[config.mk]
export PLATFORM = sky130hd
export DESIGN_NAME = lsu
export DESIGN_NICKNAME = d
export VERILOG_FILES = /design/src/rtl/lsu.sv
export SDC_FILE = /design/constraint.sdc
export NUM_CORES = 1
export LEC_CHECK = 0
export ABC_AREA = 1
export BUFFER_PORTS_ARGS = -buffer_cell sky130_fd_sc_hd__buf_4
export CORE_MARGIN = 2
export CORE_UTILIZATION = 49
export DETAILED_ROUTE_END_ITERATION = 6
export GPL_TIMING_DRIVEN = 0
export PLACE_DENSITY_LB_ADDON = 0.08
export SYNTH_ARGS = -nofsm -noshare
export SYNTH_HDL_FRONTEND = slang
export SYNTH_SLANG_ARGS = --single-unit
[constraint.sdc]
create_clock -name clk_i -period 1.5 [get_ports clk_i]
set_input_delay 0.3 -clock clk_i [delete_from_list [all_inputs] [get_ports clk_i]]
set_output_delay 0.3 -clock clk_i [all_outputs]
set_load 0.02 [all_outputs]
[src/rtl/lsu.sv]
// Load/store unit: one data-memory transaction per request, with byte-lane
// alignment of store data and sign/zero extension of load data.
module lsu #(
  parameter int ADDR_W = 32
) (
  input  logic              clk_i,
  input  logic              rst_n_i,
  input  logic              start_i,
  input  logic              mem_read_i,
  input  logic              mem_write_i,
  input  logic [2:0]        funct3_i,
  input  logic [ADDR_W-1:0] addr_i,
  input  logic [31:0]       wdata_i,
  output logic              busy_o,
  output logic              done_o,
  output logic              fault_o,
  output logic [31:0]       rdata_o,
  output logic              dmem_req_o,
  output logic              dmem_we_o,
  output logic [ADDR_W-1:0] dmem_addr_o,
  output logic [3:0]        dmem_be_o,
  output logic [31:0]       dmem_wdata_o,
  input  logic              dmem_ready_i,
  input  logic [31:0]       dmem_rdata_i
);

  typedef enum logic [1:0] {
    IDLE  = 2'd0,
    REQ   = 2'd1,
    DONE  = 2'd2,
    FAULT = 2'd3
  } state_t;

  state_t      state_r;
  state_t      state_s;
  logic [2:0]  f3_r;
  logic [1:0]  off_r;
  logic [1:0]  off_s;
  logic        fault_s;
  logic        accept_s;
  logic        load_done_s;

  function automatic logic [3:0] calc_be(input logic [2:0] f3, input logic [1:0] off);
    logic [3:0] be;
    case (f3[1:0])
      2'b00:   be = 4'b0001 << off;
      2'b01:   be = 4'b0011 << off;
      2'b10:   be = 4'b1111;
      default: be = 4'b0000;
    endcase
    return be;
  endfunction

  function automatic logic [31:0] store_lanes(input logic [2:0] f3, input logic [31:0] wdata);
    logic [31:0] lanes;
    case (f3[1:0])
      2'b00:   lanes = {4{wdata[7:0]}};
      2'b01:   lanes = {2{wdata[15:0]}};
      default: lanes = wdata;
    endcase
    return lanes;
  endfunction

  function automatic logic [31:0] load_extract(input logic [2:0] f3, input logic [1:0] off,
                                               input logic [31:0] word);
    logic [31:0] sh;
    logic [31:0] res;
    sh = word >> {off, 3'b000};
    case (f3)
      3'b000:  res = {{24{sh[7]}}, sh[7:0]};
      3'b001:  res = {{16{sh[15]}}, sh[15:0]};
      3'b010:  res = word;
      3'b100:  res = {24'h000000, sh[7:0]};
      3'b101:  res = {16'h0000, sh[15:0]};
      default: res = 32'h0000_0000;
    endcase
    return res;
  endfunction

  // Unsigned loads are illegal as stores; everything else checks natural alignment.
  function automatic logic check_fault(input logic [2:0] f3, input logic [1:0] off,
                                       input logic is_write);
    logic flt;
    case (f3)
      3'b000:  flt = 1'b0;
      3'b001:  flt = off[0];
      3'b010:  flt = (off != 2'b00);
      3'b100:  flt = is_write;
      3'b101:  flt = is_write | off[0];
      default: flt = 1'b1;
    endcase
    return flt;
  endfunction

  // Next-state logic and transaction bookkeeping strobes.
  always_comb begin
    state_s     = state_r;
    off_s       = addr_i[1:0];
    fault_s     = check_fault(funct3_i, off_s, mem_write_i);
    accept_s    = 1'b0;
    load_done_s = 1'b0;
    case (state_r)
      IDLE: begin
        if (start_i && (mem_read_i || mem_write_i)) begin
          if (fault_s) begin
            state_s = FAULT;
          end else begin
            state_s  = REQ;
            accept_s = 1'b1;
          end
        end else begin
          state_s = IDLE;
        end
      end
      REQ: begin
        if (dmem_ready_i) begin
          state_s     = DONE;
          load_done_s = ~dmem_we_o;
        end else begin
          state_s = REQ;
        end
      end
      DONE:    state_s = IDLE;
      FAULT:   state_s = IDLE;
      default: state_s = IDLE;
    endcase
  end

  // State, status outputs and memory-side registers; status outputs mirror the next state.
  always_ff @(posedge clk_i) begin
    if (!rst_n_i) begin
      state_r      <= IDLE;
      f3_r         <= 3'b000;
      off_r        <= 2'b00;
      busy_o       <= 1'b0;
      done_o       <= 1'b0;
      fault_o      <= 1'b0;
      rdata_o      <= 32'h0000_0000;
      dmem_req_o   <= 1'b0;
      dmem_we_o    <= 1'b0;
      dmem_addr_o  <= '0;
      dmem_be_o    <= 4'b0000;
      dmem_wdata_o <= 32'h0000_0000;
    end else begin
      state_r    <= state_s;
      busy_o     <= (state_s == REQ);
      dmem_req_o <= (state_s == REQ);
      done_o     <= (state_s == DONE) || (state_s == FAULT);
      fault_o    <= (state_s == FAULT);
      if (accept_s) begin
        f3_r         <= funct3_i;
        off_r        <= off_s;
        dmem_we_o    <= mem_write_i;
        dmem_addr_o  <= {addr_i[ADDR_W-1:2], 2'b00};
        dmem_be_o    <= calc_be(funct3_i, off_s);
        dmem_wdata_o <= store_lanes(funct3_i, wdata_i);
      end
      if (load_done_s) begin
        rdata_o <= load_extract(f3_r, off_r, dmem_rdata_i);
      end
    end
  end

endmodule

==> results.sh, run 1 <==
export IMPL_cts_clk_slew_worst_paths_ns=0.12
export IMPL_ios=210
export IMPL_coreArea_um2=10300
export IMPL_num_vias=5954
export IMPL_irDropWorstVdd_v=0.000582
export IMPL_die_h_um=107
export IMPL_maxCapViolCount=0
export IMPL_pre_cts_ws_ns=-0.310
export IMPL_totalWireLength_mm=16.0
export IMPL_ctsHoldBuffers=0
export IMPL_critical_path_cell_chain="nor2_1 > o211ai_1 > buf_4 > nor2_4 > buf_12 > buf_2 > nand2_1 > a21oi_1"
export IMPL_synth_top_area_cell="dfxtp_1"
export IMPL_drc=0
export IMPL_reg2reg_slack_ns=0.07
export IMPL_die_area_um2=11500
export IMPL_grt_pass1_vias=5283
export IMPL_cts_tree="done"
export IMPL_routabilityCongestion=0.942
export IMPL_skew_ns=0.0156
export IMPL_p_leak_nw=3.54
export IMPL_fin_crit_ns=1.43
export IMPL_synth_fa_ha_area_frac=0
export IMPL_hold_viol_final=0
export IMPL_grt_pass1_wl_mm=24.9
export IMPL_min_path_type="in -> reg"
export IMPL_setup_slack_ns=0.0653
export IMPL_layout_commonest_cell="nand2_1"
export IMPL_start_kind="flop"
export IMPL_synth_top_cell_area_share=0.418
export IMPL_wl_per_cell_um=13.3
export IMPL_path_max_fanout=7
export IMPL_std_cell_rows=37
export IMPL_first_pass_iters=5
export IMPL_grt_overflow=0
export IMPL_slew_headroom=0.633
export IMPL_finalCritPeriodShare=0.956
export IMPL_first_iter_violations=382
export IMPL_crit_path_end_kind="flop"
export IMPL_grt_max_degree=20
export IMPL_via_per_inst=4.93
export IMPL_syn_avg_cell_area_um2=6.25
export IMPL_grtUsageTotal=0.269
export IMPL_p_per_area_nw_per_um2=842
export IMPL_layout_common_cells="400 x nand2_1, 229 x buf_4, 105 x dfxtp_1, 99 x a21oi_1, 56 x inv_1"
export IMPL_synth_seq_cells=109
export IMPL_synth_xor_area_frac=0
export IMPL_die_width_um=107
export IMPL_hpwl_mm=12.0
export IMPL_rsz0062_at_grt="yes"
export IMPL_crit_path_top_delay_cell="dfxtp_2"
export IMPL_syn_area_um2=5220
export IMPL_worstMarginPinSlew_ns=0.548
export IMPL_ys_warnings_count=0
export IMPL_worst_path_largest_cell_delay_ns=0.34
export IMPL_final_util=0.716
export IMPL_achievable_frequency_mhz=697
export IMPL_worst_setup_path_type="reg -> reg"
export IMPL_synth_cells=835
export IMPL_area_growth_pct=41.7
export IMPL_synthMuxAreaShare=0
export IMPL_placed_cell_area_um2=6940
export IMPL_clkLatencyLatePin_ns=0.37
export IMPL_arrival_ns=1.74
export IMPL_antenna_left=0
export IMPL_ys_seq_area_frac=0.418
export IMPL_status="completed"
export IMPL_antenna_found_initial=0
export IMPL_numCtsBuffers=9
export IMPL_cts_sinks=109
export IMPL_synth_compound_area_frac=0.116
export IMPL_hold_worst_slack_ns=0.168
export IMPL_fillers=961
export IMPL_synth_top_family_by_area="simple AND/OR/NAND/NOR gates"
export IMPL_clk_root_buffer_cell="clkbuf_8"
export IMPL_ctsHtreeMaxLevel=3
export IMPL_finish_net_count=1171
export IMPL_yosys_top_cells_area="dfxtp_1 42%, nand2_1 29%, a21oi_1 10%"
export IMPL_antenna_cells=0
export IMPL_ys_types=23
export IMPL_initial_core_util=0.506
export IMPL_drive_gt1_frac=0.278
export IMPL_setup_viol=0
export IMPL_power_mw=6.22
export IMPL_clockBufferDepth=2
export IMPL_port_buffers=206
export IMPL_slew_violations=0
export IMPL_design_area_um2=7390
export IMPL_crit_required_ns=1.81
export IMPL_synth_simple_area_share=0.372
[what timing repair did]
item                       4_1_cts  5_1_grt
setup endpoints to repair      102      104
gates cloned                     0        3
pin swaps                        2        4
setup buffers                    2        8
resized for setup               14       54
[final timing paths]
| kind | start | to | depth (start not counted) |
|---|---|---|---|
| worst min register to register | dmem_wdata_o[23] | dmem_wdata_o[23] | 2 |
| worst max register to register | state_r[1] | dmem_addr_o[8] | 8 |
| worst min-delay path | addr_i[14] | dmem_addr_o[14] | 3 |
| worst max-delay path | state_r[1] | dmem_addr_o[8] | 8 |
[synth_stat cells]
master and count:
inv_1 56, nor2_4 2, buf_1 3, dfxtp_1 109, nand3_2 2, nor3_1 5
nor2_1 42, o21a_1 1, buf_4 9, nand3_1 37, inv_2 5, conb_1 1
o211ai_1 1, o21ai_0 13, nand2_1 402, buf_2 20, nor3_2 1, nor2_2 2
buf_6 1, a21oi_1 104, o21ai_1 1, clkbuf_1 17, clkinv_1 1
[area by class of cell]
type	instances	area, µm²	share of cell area
timing repair buffer	218	1650	0.223
tap	136	170	0.0230
sequential	109	2190	0.296
inverter	62	240	0.0325
clock buffer	10	128	0.0173
buffer	50	328	0.0443
multi-input combinational	616	2640	0.357
clock inverter	6	53.8	0.00728
[cell families after synthesis]
| logic type | after synthesis |
|---|---|
| and+or+nand+nor | 493 |
| AOI/OAI and AO/OA | 120 |
| buffers and inverters | 112 |
| DFF | 109 |
| other | 1 |
[sequential cells by signal (all words and copies together) (netlist names)]
| signal | count |
|---|---|
| state_r | 2 |
| rdata_o | 32 |
| f3_r | 3 |
| dmem_req_o | 1 |
| dmem_wdata_o | 32 |
| fault_o | 1 |
| off_r | 2 |
| dmem_we_o | 1 |
| done_o | 1 |
| dmem_be_o | 4 |
| dmem_addr_o | 30 |
[where the power goes]
part,switching (mW),internal [mW]
clock,1.08,0.640
combinational,0.801,0.622
sequential,0.0680,3.01
[per-stage QoR]
stage / std cells / setup TNS (ns)
CTS: 1196 / -0.410
finish: 1207 / 0
detailed placement: 1178 / -23.45
global placement: 1178 / -20.15
global route: 1207 / -0.0686
floorplan: 836 / 0
[routing by layer]
metal	GRT usage	vias to the layer above	wire (µm)
li1	-	3045	-
met1	0.346	2657	6610
met2	0.449	222	7750
met3	0.0590	30	1250
met4	0.0853	0	384
met5	0	-	0
[critical path, delay by kind of cell (launching register included)]
kind	cells	cell delay, ns
DFF	1	0.34
buffers and inverters	3	0.48
AOI/OAI and AO/OA	2	0.27
and+or+nand+nor	3	0.28
Note: power is estimated with default switching activity, not from simulation.
==> inputs of run 2 (changes only) <==
ABC_AREA = default   (was 1)
CORE_UTILIZATION = 47   (was 49)
SETUP_SLACK_MARGIN = 0.15   (was default)
==> results.sh, run 2 <==
export IMPL_initial_core_util=0.484
export IMPL_antenna_left=0
export IMPL_grtUsageTotal=0.312
export IMPL_via_per_inst=5.76
export IMPL_clockBufferDepth=2
export IMPL_ios=210
export IMPL_synth_async_sr_flop_share=0
export IMPL_area_growth_pct=70.5
export IMPL_p_per_area_nw_per_um2=832
export IMPL_port_buffers=207
export IMPL_ctsHtreeMaxLevel=3
export IMPL_synth_top_flop_cell="dfxtp_1"
export IMPL_grt_max_degree=18
export IMPL_yosys_top_cells_area="dfxtp_1 46%, nand2_1 9.8%, a21oi_1 5.8%"
export IMPL_violations="setup timing"
export IMPL_first_pass_iters=5
export IMPL_finalCritPeriodShare=1.19
export IMPL_cts_tree="done"
export IMPL_cts_sinks=109
export IMPL_synthTopCellsByCount="124 x nand2_1, 109 x dfxtp_1, 55 x a21oi_1"
export IMPL_p_leak_nw=3.41
export IMPL_reg_top3="dmem_wdata_o x32, rdata_o x32, dmem_addr_o x30"
export IMPL_layout_commonest_cell="buf_4"
export IMPL_tns_ns=-8.92
export IMPL_grt_overflow=0
export IMPL_synth_top_area_cell="dfxtp_1"
export IMPL_std_cell_rows=36
export IMPL_crit_required_ns=1.78
export IMPL_slew_violations=0
export IMPL_hold_viol_final=0
export IMPL_totalWireLength_mm=18.6
export IMPL_syn_area_um2=4730
export IMPL_num_vias=5426
export IMPL_path_max_fanout=6
export IMPL_maxCapViolCount=0
export IMPL_hold_worst_slack_ns=0.149
export IMPL_die_width_um=104
export IMPL_hpwl_mm=11.3
export IMPL_ys_seq_area_frac=0.461
export IMPL_achievable_frequency_mhz=562
export IMPL_synth_enable_flop_cells=0
export IMPL_worstMarginPinSlew_ns=0.710
export IMPL_skew_ns=0.0133
export IMPL_slew_headroom=0.526
export IMPL_yosysMostFrequentCell="nand2_1"
export IMPL_drive_gt1_frac=0.554
export IMPL_crit_path_end_kind="flop"
export IMPL_grt_pass1_vias=5253
export IMPL_ys_types=41
export IMPL_fin_crit_ns=1.78
export IMPL_cts_clk_slew_worst_paths_ns=0.11
export IMPL_rsz0062_at_grt="yes"
export IMPL_irDropWorstVdd_v=0.000587
export IMPL_placed_cell_area_um2=6510
export IMPL_grt_pass1_wl_mm=27.3
export IMPL_first_iter_violations=354
export IMPL_clkLatencyLatePin_ns=0.38
export IMPL_start_kind="flop"
export IMPL_die_h_um=104
export IMPL_syn_avg_cell_area_um2=8.70
export IMPL_design_area_um2=8070
export IMPL_antenna_cells=0
export IMPL_drc=0
export IMPL_antenna_found_initial=0
export IMPL_min_path_type="in -> reg"
export IMPL_status="complete, but fails checks"
export IMPL_synth_cells=544
export IMPL_layout_common_cells="227 x buf_4, 103 x dfxtp_1, 77 x nand2_1, 38 x a21oi_2"
export IMPL_coreArea_um2=9770
export IMPL_ctsHoldBuffers=0
export IMPL_synth_seq_cells=109
export IMPL_setup_viol=89
export IMPL_finish_net_count=909
export IMPL_synth_top_cell_area_share=0.461
export IMPL_wl_per_cell_um=19.7
export IMPL_fillers=585
export IMPL_numCtsBuffers=9
export IMPL_pre_cts_ws_ns=-0.458
export IMPL_clk_root_buffer_cell="clkbuf_8"
export IMPL_die_area_um2=10900
export IMPL_arrival_ns=2.06
export IMPL_power_mw=6.71
export IMPL_ys_warnings_count=0
export IMPL_worst_setup_path_type="reg -> reg"
export IMPL_routabilityCongestion=0.880
export IMPL_setup_slack_ns=-0.279
[run 2: cell types whose count changed in the layout (fill, tap and decap cells not counted), moves of 24 or more]
| cell | before | now |
|---|---|---|
| mux2i_1 | 0 | 24 |
| inv_1 | 56 | 1 |
| nand2_1 | 400 | 77 |
| a21oi_1 | 99 | 17 |
| nand3_1 | 35 | 2 |
| a21oi_2 | 5 | 38 |
| nand2_4 | 1 | 31 |
[run 2: critical path: stages (launching register included)]
cell,delay [ns]
dfxtp_2,0.34
buf_6,0.10
mux4_2,0.53
o21ai_2,0.18
nor4_4,0.08
buf_4,0.16
a221o_1,0.27
[run 2: final cells by class]
class / instances / area [µm²] / area share
Sequential cell: 109 / 2190 / 0.272
Inverter: 2 / 10.0 / 0.00124
Multi-Input combinational cell: 386 / 2980 / 0.369
Clock buffer: 11 / 151 / 0.0188
Buffer: 48 / 430 / 0.0533
Tap cell: 133 / 166 / 0.0206
Timing Repair Buffer: 248 / 2080 / 0.258
Clock inverter: 5 / 57.6 / 0.00713
[run 2: path summary, 6_finish.rpt]
check,startpoint,cells after the start,to,slack [ns]
worst min register to register,dmem_be_o[3],2,dmem_be_o[3],0.47
worst max-delay path,off_r[0],6,rdata_o[19],-0.28
worst min-delay path,addr_i[25],3,dmem_addr_o[25],0.15
worst max register to register,off_r[0],6,rdata_o[19],-0.28
[run 2: through the flow]
step / utilization / cells
after floorplan: - / 545
after global placement: 0.666 / 885
after detailed placement: 0.666 / 885
after CTS: 0.778 / 936
after global routing: 0.825 / 942
final: 0.825 / 942
[run 2: what timing repair did]
action,in CTS,in global routing
setup buffers,19,6
endpoints found under the setup margin,105,109
pin swaps,63,47
cloned,16,0
gates resized for setup,160,113
[run 2: report_power, final]
group,leakage [nW],total [mW],internal [mW],switching [mW]
combinational,2.41,1.65,0.791,0.861
sequential,0.888,3.13,3.03,0.102
clock,0.110,1.93,0.869,1.06
total,3.41,6.71,4.69,2.03
[run 2: routing by layer]
layer  part of all wire  global-route usage  vias to the layer above
met5                  0                   0                        -
met4              0.036               0.111                        0
met3              0.082              0.0808                       66
met2               0.50               0.520                      311
met1               0.39               0.391                     2589
li1                   -                   -                     2460
[run 2: kinds of logic after synthesis]
kind of cell	share of synthesized area
multiplexers	0.0889
flip-flops	0.461
other	0.000793
AO/OA/AOI/OAI	0.215
AND/OR/NAND/NOR	0.183
buffers and inverters	0.0510
==> inputs of run 3 (changes only) <==
CORE_UTILIZATION = 49   (was 47)
CTS_BUF_LIST = sky130_fd_sc_hd__clkbuf_4   (was default)
==> results.sh, run 3 (synthesis gave the netlist of run 2 again) <==
export IMPL_reg2reg_depth=5
export IMPL_grt_busiest_layer="met2"
export IMPL_violations="setup timing"
export IMPL_p_leak_nw=3.40
export IMPL_totalWireLength_mm=21.1
export IMPL_die_area_um2=10500
export IMPL_rsz0062_at_grt="yes"
export IMPL_setup_slack_ns=-0.329
export IMPL_wl_per_cell_um=22.5
export IMPL_die_width_um=102
export IMPL_power_mw=6.48
export IMPL_path_depth=5
export IMPL_routabilityCongestion=0.927
export IMPL_worst_setup_path_type="reg -> reg"
export IMPL_port_buffers=207
export IMPL_ios=210
export IMPL_crit_required_ns=1.83
export IMPL_antenna_left=0
export IMPL_critical_path_cell_chain="buf_6 > mux4_2 > and2_2 > a21oi_4 > a211oi_1"
export IMPL_initial_core_util=0.510
export IMPL_first_iter_violations=431
export IMPL_slew_violations=0
export IMPL_drc=0
export IMPL_pwr_share_comb=0.269
export IMPL_status="complete, but fails checks"
export IMPL_clock_power_share=0.247
export IMPL_worst_path_largest_cell_delay_ns=0.55
export IMPL_fin_crit_ns=1.83
export IMPL_design_area_um2=8190
export IMPL_antenna_cells=0
export IMPL_grt_util_met2=0.590
export IMPL_hold_viol_final=0
export IMPL_first_pass_iters=7
export IMPL_finalCritPeriodShare=1.22
export IMPL_placed_cell_area_um2=6500
export IMPL_maxCapViolCount=0
export IMPL_die_h_um=102
export IMPL_num_vias=5719
export IMPL_layout_commonest_cell="buf_4"
export IMPL_cts_sinks=109
export IMPL_ctsHtreeMaxLevel=3
export IMPL_std_cell_rows=35
export IMPL_grt_use_met1=0.391
export IMPL_finish_net_count=910
export IMPL_clk_root_buffer_cell="clkbuf_4"
export IMPL_skew_ns=0.0265
export IMPL_sequentialPowerShare=0.485
export IMPL_grt_pass1_wl_mm=27.1
export IMPL_hpwl_mm=11.5
export IMPL_slew_headroom=0.446
export IMPL_crit_path_top_delay_cell="mux4_2"
export IMPL_crit_path_end_kind="flop"
export IMPL_r2r_end="rdata_o[12]"
export IMPL_cts_tree="done"
export IMPL_p_sw_frac=0.327
export IMPL_hold_path_end="rdata_o[29]"
export IMPL_antenna_found_initial=0
export IMPL_internal_power_mw=4.36
export IMPL_coreArea_um2=9280
export IMPL_layout_common_cells="224 x buf_4, 95 x dfxtp_1, 60 x nand2_1, 53 x a21oi_2, 41 x nand2_4"
export IMPL_drive_gt1_frac=0.591
export IMPL_pre_cts_ws_ns=-0.454
export IMPL_irDropWorstVdd_v=0.000684
export IMPL_worst_path_buf_inv=1
export IMPL_via_per_inst=6.10
export IMPL_p_per_area_nw_per_um2=791
export IMPL_critPathTopFamily="multiplexers"
export IMPL_final_util=0.882
export IMPL_setup_viol=103
export IMPL_tns_ns=-16.74
export IMPL_reg2reg_slack_ns=-0.33
export IMPL_grt_pass1_vias=5382
export IMPL_worstMarginPinSlew_ns=0.830
export IMPL_clockBufferDepth=2
export IMPL_path_max_fanout=8
export IMPL_min_from="dmem_rdata_i[29]"
export IMPL_dp_cells=881
export IMPL_start_kind="flop"
export IMPL_p_switching_mw=2.12
export IMPL_clkLatencyLatePin_ns=0.46
export IMPL_numCtsBuffers=9
export IMPL_min_path_type="in -> reg"
export IMPL_timing_rr_start="off_r[0]"
export IMPL_grt_overflow=0
export IMPL_min_delay_path_depth=2
export IMPL_grt_max_degree=19
export IMPL_area_growth_pct=73.2
export IMPL_reg_top3="dmem_wdata_o x32, rdata_o x32, dmem_addr_o x30"
export IMPL_cts_clk_slew_worst_paths_ns=0.19
export IMPL_layoutNonFillerInstCount=938
export IMPL_hold_worst_slack_ns=0.0706
export IMPL_grtUsageMet3=0.0800
export IMPL_grtUsageTotal=0.339
export IMPL_achievable_frequency_mhz=547
export IMPL_arrival_ns=2.16
export IMPL_ctsHoldBuffers=0
[run 3: cell types whose count changed in the layout (fill, tap and decap cells not counted), moves of 8 or more]
cell	previous run	this run
nand2_4	31	41
clkbuf_8	11	1
nand2_1	77	60
a21oi_2	38	53
clkbuf_4	3	12
dfxtp_2	5	13
a21oi_1	17	2
dfxtp_1	103	95
[run 3: power groups by stage]
stage	combinational, mW	sequential [mW]	clock [mW]
floorplan	0.475	3.31	0
global placement	1.19	3.16	0
detailed placement	1.22	3.17	0
CTS	1.53	3.12	1.53
global route	1.81	3.15	1.66
finish	1.74	3.14	1.60
[run 3: how the worst max path moves through the flow]
stage	from	to	slack (ns)
3_5_place_dp	dmem_ready_i	rdata_o[26]	-0.45
2_1_floorplan	off_r[0]	rdata_o[21]	-0.16
5_1_grt	off_r[0]	rdata_o[30]	-0.35
6_report	off_r[0]	rdata_o[12]	-0.33
4_1_cts	off_r[0]	rdata_o[17]	-0.24
3_3_place_gp	dmem_ready_i	rdata_o[25]	-0.39
[run 3: worst reg2reg max path: cells and delay by family, from the launching register on]
| kind | cells | cell delay [ns] |
|---|---|---|
| muxes | 1 | 0.55 |
| and+or+nand+nor | 1 | 0.27 |
| buffers and inverters | 1 | 0.11 |
| DFF | 1 | 0.37 |
| AOI/OAI and AO/OA | 2 | 0.43 |
[run 3: area by class of cell]
class / instances / area (µm²)
clock buffer: 9 / 67.6
clock inverter: 6 / 70.1
sequential: 109 / 2200
tap: 129 / 161
multi-input combinational: 386 / 3080
timing repair buffer: 249 / 2160
fill: 452 / 1090
buffer: 48 / 437
inverter: 2 / 10.0
[run 3: per-layer routing]
layer	vias up	wire [µm]
met5	-	0
met4	0	1020
met3	97	2130
met2	444	10500
met1	2723	7450
li1	2455	-
[run 3: what timing repair did]
action	CTS	global route
setup buffers	22	7
gates cloned	13	0
resized for setup	195	108
setup endpoints to repair	106	117
pin swaps	90	42
